[src/rtl/tile_draw_sequencer.sv]
// tile_draw_sequencer: pixel-write sequencer for the tile board.
// Boot draw of every tile, then flash / hold / restore per request.
module tile_draw_sequencer #(
  parameter int NUM_TILES    = 4,
  parameter int PIXELS       = 256,
  parameter int FLASH_CYCLES = 1000,
  localparam int TILE_W = $clog2(NUM_TILES),
  localparam int PIX_W  = (PIXELS > 1) ? $clog2(PIXELS) : 1,
  localparam int HOLD_W = $clog2(FLASH_CYCLES + 1)
) (
  input  logic              clock,
  input  logic              reset,
  input  logic              start,
  input  logic              flash_req,
  input  logic [TILE_W-1:0] flash_tile,
  output logic [TILE_W-1:0] tile_num,
  output logic [PIX_W-1:0]  pixel_idx,
  output logic              flash_colour,
  output logic              write_en,
  output logic              ready,
  output logic              done
);

  typedef enum logic [2:0] {
    BOOT_WAIT,
    BOOT_DRAW,
    IDLE,
    FLASH_DRAW,
    FLASH_HOLD,
    RESTORE_DRAW,
    DONE
  } state_t;

  localparam logic [TILE_W-1:0] TILE_LAST = TILE_W'(NUM_TILES - 1);
  localparam logic [PIX_W-1:0]  PIX_LAST  = PIX_W'(PIXELS - 1);
  localparam logic [HOLD_W-1:0] HOLD_LAST = HOLD_W'(FLASH_CYCLES - 1);
  localparam logic [TILE_W:0]   TILE_CNT  = (TILE_W + 1)'(NUM_TILES);

  state_t              state_q, state_d;
  logic [TILE_W-1:0]   tile_q, tile_d;
  logic [TILE_W-1:0]   lat_q, lat_d;
  logic [PIX_W-1:0]    pix_q, pix_d;
  logic [HOLD_W-1:0]   hold_q, hold_d;
  logic                tile_ok;

  assign tile_ok = ({1'b0, flash_tile} < TILE_CNT);

  // State and counter registers with synchronous reset.
  always_ff @(posedge clock) begin
    if (reset) begin
      state_q <= BOOT_WAIT;
      tile_q  <= '0;
      lat_q   <= '0;
      pix_q   <= '0;
      hold_q  <= '0;
    end else begin
      state_q <= state_d;
      tile_q  <= tile_d;
      lat_q   <= lat_d;
      pix_q   <= pix_d;
      hold_q  <= hold_d;
    end
  end

  // Next-state, counter stepping and Moore output decode.
  always_comb begin
    state_d      = state_q;
    tile_d       = tile_q;
    lat_d        = lat_q;
    pix_d        = pix_q;
    hold_d       = hold_q;
    tile_num     = '0;
    pixel_idx    = '0;
    flash_colour = 1'b0;
    write_en     = 1'b0;
    ready        = 1'b0;
    done         = 1'b0;
    unique case (state_q)
      BOOT_WAIT: begin
        if (start) begin
          state_d = BOOT_DRAW;
          tile_d  = '0;
          pix_d   = '0;
        end
      end
      BOOT_DRAW: begin
        write_en  = 1'b1;
        tile_num  = tile_q;
        pixel_idx = pix_q;
        if (pix_q == PIX_LAST) begin
          pix_d = '0;
          if (tile_q == TILE_LAST) begin
            tile_d  = '0;
            state_d = DONE;
          end else begin
            tile_d = tile_q + 1'b1;
          end
        end else begin
          pix_d = pix_q + 1'b1;
        end
      end
      IDLE: begin
        ready = 1'b1;
        if (start) begin
          state_d = BOOT_DRAW;
          tile_d  = '0;
          pix_d   = '0;
        end else if (flash_req && tile_ok) begin
          state_d = FLASH_DRAW;
          lat_d   = flash_tile;
          pix_d   = '0;
        end
      end
      FLASH_DRAW: begin
        write_en     = 1'b1;
        flash_colour = 1'b1;
        tile_num     = lat_q;
        pixel_idx    = pix_q;
        if (pix_q == PIX_LAST) begin
          pix_d   = '0;
          hold_d  = '0;
          state_d = FLASH_HOLD;
        end else begin
          pix_d = pix_q + 1'b1;
        end
      end
      FLASH_HOLD: begin
        tile_num = lat_q;
        if (hold_q == HOLD_LAST) begin
          hold_d  = '0;
          pix_d   = '0;
          state_d = RESTORE_DRAW;
        end else begin
          hold_d = hold_q + 1'b1;
        end
      end
      RESTORE_DRAW: begin
        write_en  = 1'b1;
        tile_num  = lat_q;
        pixel_idx = pix_q;
        if (pix_q == PIX_LAST) begin
          pix_d   = '0;
          state_d = DONE;
        end else begin
          pix_d = pix_q + 1'b1;
        end
      end
      DONE: begin
        done    = 1'b1;
        state_d = IDLE;
      end
      default: state_d = BOOT_WAIT;
    endcase
  end

endmodule

[config.mk]
export PLATFORM = sky130hd
export DESIGN_NAME = tile_draw_sequencer
export DESIGN_NICKNAME = d
export VERILOG_FILES = /design/src/rtl/tile_draw_sequencer.sv
export SDC_FILE = /design/constraint.sdc
export NUM_CORES = 1
export LEC_CHECK = 0
export ABC_AREA = 0
export CORE_ASPECT_RATIO = 0.6
export CORE_UTILIZATION = 45
export CTS_CLUSTER_SIZE = 25
export DETAILED_ROUTE_END_ITERATION = 16
export PLACE_DENSITY_LB_ADDON = 0.08
export RECOVER_POWER = 50
export SLEW_MARGIN = 20
export SYNTH_ARGS = -nofsm -noshare
export SYNTH_HDL_FRONTEND = slang
export SYNTH_SLANG_ARGS = --single-unit
export TNS_END_PERCENT = 30
[constraint.sdc]
create_clock -name clock -period 3.8 [get_ports clock]
set_clock_uncertainty 0.2 [all_clocks]
set_input_delay 1.14 -clock clock [delete_from_list [all_inputs] [get_ports clock]]
set_output_delay 1.14 -clock clock [all_outputs]
set_load 0.02 [all_outputs]
======== Word level (Yosys, flattened, before mapping) ========
Index checks and enable logic that the tools add are counted.
word-level totals
  register bits after elaboration ......... 25
  input bits .............................. 6
  output and inout bits ................... 14
cells by class
  add/sub/neg operators ................... 3
  equal/unequal tests ..................... 17
  muxes and demuxes ....................... 28
  bitwise logic cells ..................... 1
  reductions and logical operators ........ 12
operator list
  cell                                            count
  2-to-1 mux 8 bit                                6
  one-hot mux 8 bit (4 select lines)              1
  2-to-1 mux 3 bit                                8
  one-hot mux 3 bit (7 select lines)              1
  2-to-1 mux 10 bit                               2
  one-hot mux 10 bit (2 select lines)             1
  != test 2 bit (second input constant)           6
  adder 10 x 1 -> 10 bit (second input constant)  1
  == test 10 bit (second input constant)          1
  == test 3 bit (second input constant)           3
  adder 8 x 1 -> 8 bit (second input constant)    1
  == test 8 bit (second input constant)           1
  one-hot mux 2 bit (2 select lines)              2
  AND reduction 7 bit                             1
  == test 3 x 2 -> 1 bit (second input constant)  2
  2-to-1 mux 2 bit                                3
  AND reduction 3 bit                             2
  OR reduction 3 bit                              2
  2-to-1 mux 1 bit                                4
  AND reduction 4 bit                             1
  nonzero test 2 bit                              2
  nonzero test 4 bit                              1
  == test 3 x 1 -> 1 bit (second input constant)  1
  logical NOT 3 bit                               1
  other kinds (7)                                 7

======== Longest topological paths before layout ========
Gate-level depths: netlist of run 1.
  word-level depth ........................ 4
  depth in mapped cells ................... 7
  depth with buffers taken out ............ 5

======== Worst setup path after synthesis of run 1 ========
Ideal clock, no wire load.
  path kind ............................... flip-flop to output port
  start point ............................. reg state_q[0]
  end point ............................... out pixel_idx[0]
  arrival ................................. 1.495 ns
  required time ........................... 2.460 ns
  slack ................................... 0.965 ns
  stages on the path, launching flop included .. 4
  buffers on the path ..................... 1
  cell sequence ........................... dfxtp_1 a21boi_0 clkbuf_1 and2_1
on the way
  cells in the longest elaborated chain, start to end .. 3
  elaborated cells on any way between the ends .. 5
  classes of those cells .................. 3 x eq/ne; 1 x mux; 1 x reduce/logical
ends and longest elaborated chain
  item                                         RTL line  source
  start, declared                              39        state_t state_q, state_d;
  start signal, assigned                       57        state_q <= state_d;
  == test 3 bit, or another cell as far along  78        unique case (state_q)
  OR reduction 3 bit (no source line) (*)      -
  2-to-1 mux 8 bit (*)                         78
  end, declared                                17        output logic [PIX_W-1:0] pixel_idx,
Every way passes the cells marked *; elsewhere a longest branch is shown, timed or not.

======== Worst setup path in the final report of run 1 ========
  start point ............................. reg state_q[2]
  end point ............................... out pixel_idx[4]
Same word-level chain as after synthesis.

==> summary.md, run 1 <==
| Metric | Value |
|---|---|
| Initial Util | `0.475` |
| Share of cells above drive strength 1 | `0.0657` |
| Grt total ovfl | `0` |
| Vias in the first global route | `between 1000 and 1500` |
| Final Hold Fails | `0` |
| CP Max Fanout | `17` |
| Final Instance Area | `between 0.0015 and 0.002 mm²` |
| Cell Chain, Critical Path | `a21boi_0, buf_4, and2_1, clkdlybuf4s50_1` |
| Reg clk slew, reported paths | `roughly 0.09 ns` |
| Hold-fix buffers, CTS | `0` |
| Die area | `approximately 0.0037 mm²` |
| DR pass1 iterations | `4` |
| Detailed Route WL | `roughly 3.8 mm` |
| WS Path Type | `register to primary output` |
| Ant. Diodes | `0` |
| CTS max path bufs | `2` |
| Placed instance area | `approximately 0.0018 mm²` |
| Final Cycle Share | `0.879` |
| Area Growth Syn to Fin | `16.0%` |
| Drt drc | `0` |
| YS warnings | `0` |
| EDFF count, synth | `0` |
| Total chip power | `around 470 µW` |
| Nature of the critical path endpoint | `primary output` |
| Pre-CTS WS | `slightly below 0.8 ns` |
| Net count after synthesis | `207` |
| Detail Route Antenna Nets | `0` |
| Fraction of registers with async set/reset | `0` |
| Vias/cell | `roughly 6.0` |
| Postcts setup bufs | `0` |
| Largest net degree at the start of global routing | `18` |
| H-tree levels | `1` |
| Slew HR | `0.252` |
| Resized cells post-CTS | `0` |
| Outcome | `finished, final reports clean` |
| Pleak | `~0.00062 µW` |
| GRT Total Usage | `0.219` |
| Iter 0 DRT Violations | `~140` |
| Via count of the routed design | `~1500` |
| Gpl congestion | `roughly 0.9` |
| Post-Synthesis Cells | `around 200` |
| First-pass GRT wire length | `approximately 6.2 mm` |
| Worst path max stage delay | `~0.65 ns` |
| Sum Neg Setup Slack | `0 ns` |
| Clk_lat worst skew | `0.27 ns` |
| Max_cap viols | `0` |
| Max VDD drop | `between 0.0002 and 0.00025 V` |
| Hold Crit Class | `register to register` |
| Filler-free cell count of the finished design | `258` |
| Setup-failing EPs final | `0` |
| Num rows | `16` |
| Req. time, crit path | `roughly 2.5 ns` |
| Slew Limit Fails | `0` |
| #FFs+latches synth | `25` |
| Overall die width | `78.0 µm` |
| Power per cell area | `around 260 mW/mm²` |
| CTS tree | `built` |
| Synth Flop Type | `dfxtp_1` |
| Nets | `around 220` |
| CTS buffer count | `3` |
| Ports | `20` |
| Number of fill cells in the layout | `between 300 and 400` |
| Slowest cell on crit path | `dfxtp_1` |
| Avg WL per Cell | `about 15 µm` |
| Final Critical Period | `3.34 ns` |
| Post-Syn Area | `0.00156 mm²` |
| Die Ht | `between 40 and 50 µm` |
| Worst setup SP type | `register` |
| Setup ws final | `around 0.46 ns` |
| Hpwl dp | `between 2 and 3 mm` |
| Delay-heaviest family, CP | `buffers and inverters` |
| R2r setup slk | `roughly 1.2 ns` |
| Worst path buffer plus inverter count | `2` |
| Critical Path AT | `roughly 2 ns` |
| Root Buffer | `clkbuf_8` |
| Placed Cells | `between 200 and 300` |
| I/O Buffers | `19` |
| Syn avg cell area | `a little under 8 µm²` |
| Sinks on Clock Net | `25` |
| Seq/Total Area, Yosys | `0.321` |
| RSZ-0062 raised after global routing | `false` |
| Maximum clock rate | `~0.30 GHz` |
| Core box area | `roughly 0.0033 mm²` |
| Yosys cell types | `48` |
| Antenna violations before repair | `0` |
| Worst-Margin Slew | `about 1.1 ns` |
per-layer routing:
layer,up-vias,track usage,part of all wire
li1,771,-,-
met1,712,0.337,0.53
met2,54,0.303,0.39
met3,0,0.0571,0.075
met4,0,0.0444,0
met5,-,0,0
placed cells by master, fill, tap and decap left out, types with 2 or more instances in the layout:
master | synthesis | layout
o22ai_1 | 2 | 2
o31ai_1 | 2 | 2
a21o_1 | 5 | 5
a21oi_1 | 13 | 13
and2_1 | 8 | 8
dfxtp_1 | 25 | 25
nor3b_1 | 2 | 2
nor2b_1 | 2 | 2
and3_1 | 2 | 2
o2bb2ai_1 | 3 | 3
ha_1 | 3 | 3
xnor2_1 | 2 | 2
clkbuf_1 | 9 | 3
nand4_1 | 6 | 6
a211oi_1 | 1 | 2
nor2_1 | 14 | 14
clkdlybuf4s50_1 | 0 | 17
inv_1 | 8 | 8
a211o_2 | 2 | 2
or3_1 | 3 | 3
and4_1 | 2 | 2
nand3_1 | 15 | 15
mux2i_1 | 4 | 4
nand2_1 | 13 | 13
dlygate4sd3_1 | 0 | 2
a2111o_1 | 2 | 2
a2111oi_0 | 2 | 2
clkbuf_8 | 0 | 3
a31oi_1 | 7 | 7
buf_4 | 0 | 3
nor3_1 | 8 | 8
nand2b_1 | 4 | 4
o21ai_0 | 8 | 8
per-stage QoR:
stage / hold slack [ns] / util
final: 0.298 / 0.551
after global routing: 0.322 / 0.551
after CTS: 0.298 / 0.555
after detailed placement: 0.285 / 0.542
after global placement: 0.282 / 0.542
after floorplan: 0.257 / -
report_power, final:
part | internal, µW | leakage (µW) | total [µW] | switching [µW]
Clock | 75.1 | 0.0000228 | 162 | 86.7
Combinational | 15.7 | 0.000399 | 38.2 | 22.5
Sequential | 264 | 0.000202 | 266 | 2.68
worst paths after layout:
path                            cells past startpoint      endpoint        from
worst max-delay path                                4  pixel_idx[4]  state_q[2]
worst min-delay path                                1     hold_q[1]   hold_q[1]
worst max register to register                      5     hold_q[3]    pix_q[0]
worst min register to register                      1     hold_q[1]   hold_q[1]
kinds of logic after synthesis:
kind of cell | after synthesis | share of synthesized area
AND/OR/NAND/NOR | 85 | 0.294
AO/OA/AOI/OAI | 58 | 0.262
flip-flops | 25 | 0.321
buffers and inverters | 21 | 0.0617
multiplexers | 4 | 0.0257
adder cells (fa/ha/maj) | 3 | 0.0241
XOR/XNOR | 2 | 0.0112
cell usage after synthesis, drive strengths merged, types with 7 or more instances:
master	instances	area, µm²
dfxtp	25	500
nand2	13	48.8
clkbuf	9	33.8
inv	8	30.0
nor2	14	52.6
o21ai	8	40.0
nand3	15	75.1
nor3	8	40.0
a31oi	7	43.8
a21oi	13	65.1
and2	8	50.1
state kept, by name, summed over array words and instances, names as in the netlist:
| register | flops |
|---|---|
| tile_q | 2 |
| pix_q | 8 |
| hold_q | 10 |
| lat_q | 2 |
| state_q | 3 |
area by class of cell:
| cell class | instances | area [µm²] | share of cell area |
|---|---|---|---|
| Tap cell | 45 | 56.3 | 0.0311 |
| Timing Repair Buffer | 24 | 220 | 0.122 |
| Sequential cell | 25 | 500 | 0.276 |
| Multi-Input combinational cell | 152 | 958 | 0.529 |
| Clock buffer | 4 | 45.0 | 0.0249 |
| Inverter | 8 | 30.0 | 0.0166 |
Note: power is estimated with default switching activity, not from simulation.
==> run 2: changes to the inputs <==
--- a/config.mk
+++ b/config.mk
@@ -16,4 +16,3 @@
 export SYNTH_ARGS = -nofsm -noshare
 export SYNTH_HDL_FRONTEND = slang
 export SYNTH_SLANG_ARGS = --single-unit
-export TNS_END_PERCENT = 30
==> results of run 2 <==
Same layout as run 1: the final DEF is identical, and so are final timing and power.
==> run 3: changes to the inputs <==
--- a/config.mk
+++ b/config.mk
@@ -7,9 +7,10 @@
 export LEC_CHECK = 0
 export ABC_AREA = 0
 export CORE_ASPECT_RATIO = 0.6
-export CORE_UTILIZATION = 45
+export CORE_UTILIZATION = 55
 export CTS_CLUSTER_SIZE = 25
 export DETAILED_ROUTE_END_ITERATION = 16
+export GPL_ROUTABILITY_DRIVEN = 0
 export PLACE_DENSITY_LB_ADDON = 0.08
 export RECOVER_POWER = 50
 export SLEW_MARGIN = 20
==> run 3 against run 2 <==
Effect of this change:
- the run now ends with DRC left
- setup slack got worse by 0.082 ns
- register-to-register slack better by 0.17 ns
- sequential power is essentially flat
- die area fell by 18%
- flip-flop and latch count did not move
- sequential share of layout area rose by 0.23 points
- critical path depth increased by 3
- via count rose by 3.9%
- first-iteration DRC count up 110%
- highest routed layer is now met4
==> summary.md, run 3 (same netlist as run 1, synthesis figures left out) <==
| Metric | Value |
|---|---|
| Outcome | `finished with violations` |
| Failing checks | `DRC` |
| Setup crit start | `reset` |
| Final Hold Fails | `0` |
| Clk_lat worst skew | `around 0.27 ns` |
| Max VDD drop | `around 0.00015 V` |
| Power per cell area | `between 200 and 300 mW/mm²` |
| Reg2reg start | `state_q[2]` |
| I/O Buffers | `19` |
| Ant. Diodes | `0` |
| Worst setup SP type | `primary input` |
| Final Critical Period | `between 3 and 4 ns` |
| Antenna violations before repair | `0` |
| Via count of the routed design | `1597` |
| Cell Chain, Critical Path | `dlygate4sd3_1, clkbuf_1, inv_1, o311ai_0, clkbuf_1, nor3_1, a211o_2` |
| Largest registers | `hold_q x10, pix_q x8, state_q x3` |
| Vias/cell | `around 6.5` |
| CTS buffer count | `3` |
| Final Cycle Share | `0.900` |
| RR Endpoint | `pix_q[5]` |
| Critical path depth | `7` |
| Crit path capture | `hold_q[3]` |
| Iter 0 DRT Violations | `~300` |
| Num rows | `14` |
| Max_cap viols | `0` |
| Most common cell after layout, fill and taps aside | `dfxtp_1` |
| Top reg by flops | `hold_q` |
| Most frequent CP cell | `clkbuf_1` |
| DR pass1 iterations | `10` |
| Detail Route Antenna Nets | `0` |
| CTS tree | `built` |
| Area Growth Syn to Fin | `15.1%` |
| Pleak | `0.000622 µW` |
| Hold-fix buffers, CTS | `0` |
| Max reg flops | `10` |
| Critical Path AT | `3.39 ns` |
| Hpwl dp | `2.92 mm` |
| Worst-Margin Slew | `around 0.68 ns` |
| Hold Crit Class | `register to register` |
| Req. time, crit path | `~3.8 ns` |
| Die area | `about 0.003 mm²` |
| CTS max path bufs | `2` |
| Vias in the first global route | `between 1000 and 1500` |
| Post-Route Utilization | `0.693` |
| Core box area | `around 0.0026 mm²` |
| Avg WL per Cell | `16.9 µm` |
| Worst path max stage delay | `0.52 ns` |
| H-tree levels | `1` |
| WS Path Type | `primary input to register` |
| Worst path buffer plus inverter count | `4` |
| R2r setup slk | `1.35 ns` |
| Maximum clock rate | `0.292 GHz` |
| RSZ-0062 raised after global routing | `false` |
| Reg clk slew, reported paths | `0.09 ns` |
| Sum Neg Setup Slack | `0 ns` |
| Share of cells above drive strength 1 | `0.0657` |
| Overall die width | `a little over 70 µm` |
| Sinks on Clock Net | `25` |
| Delay-heaviest family, CP | `buffers and inverters` |
| Drt drc | `2` |
| Detailed Route WL | `around 4.1 mm` |
| Slew HR | `0.548` |
| Highest-count cells in the layout ignoring fill and taps | `25 x dfxtp_1, 17 x clkdlybuf4s50_1, 15 x nand3_1` |
| Slowest cell on crit path | `dlygate4sd3_1` |
| CP Max Fanout | `14` |
| Slew Limit Fails | `0` |
| Setup-failing EPs final | `0` |
| Nature of the critical path endpoint | `register` |
| Ports | `20` |
| Postcts setup bufs | `0` |
| Largest net degree at the start of global routing | `18` |
| Worst Reg-to-Reg Cells | `4` |
| Initial Util | `0.602` |
| Root Buffer | `clkbuf_8` |
| Die Ht | `43.3 µm` |
| Resized cells post-CTS | `0` |
| GRT Total Usage | `0.289` |
| Grt total ovfl | `0` |
| Nets | `223` |
| First-pass GRT wire length | `6.83 mm` |
run 3: changes by cell type in the layout (fill, tap and decap cells not counted):
| cell | previous run | this run |
|---|---|---|
| a211oi_1 | 2 | 1 |
| a211oi_2 | 0 | 1 |
| buf_4 | 3 | 2 |
| clkbuf_1 | 3 | 4 |
run 3: routing by layer:
metal / vias to the layer above / global-route usage / share of wire
li1: 773 / - / -
met1: 739 / 0.403 / 0.47
met2: 81 / 0.462 / 0.44
met3: 4 / 0.0713 / 0.087
met4: 0 / 0.0480 / 0.0041
met5: - / 0 / 0
run 3: power breakdown:
part | leakage [µW] | internal [µW] | switching, µW
clock network | 0.0000228 | 75.1 | 86.4
registers | 0.000202 | 264 | 3.56
logic | 0.000397 | 15.9 | 23.4
total | 0.000622 | 355 | 113
run 3: worst min path at each step:
stage	startpoint	end	slack (ns)	depth (start not counted)
finish	hold_q[1]	hold_q[1]	0.30	1
global route	hold_q[9]	hold_q[9]	0.32	1
floorplan	hold_q[1]	hold_q[1]	0.26	1
global placement	hold_q[1]	hold_q[1]	0.28	1
detailed placement	hold_q[1]	hold_q[1]	0.29	1
CTS	hold_q[1]	hold_q[1]	0.30	1
run 3: final cells by class:
cell class,count,area [µm²]
clock buffers,4,45.0
fillers,242,797
inverters,8,30.0
multi-input cells,152,963
flip-flops and latches,25,500
well taps,32,40.0
repair buffers,24,216
run 3: per-stage QoR:
step                      setup WS, ns  hold slack (ns)  std cells  total power (µW)  cell area [µm²]
final                            0.379            0.305        245               468             1800
after global routing             0.293            0.321        245               483             1800
after floorplan                  0.965            0.257        198               294             1560
after detailed placement         0.766            0.289        241               313             1760
after CTS                        0.460            0.305        245               471             1810
after global placement           0.836            0.277        241               311             1760
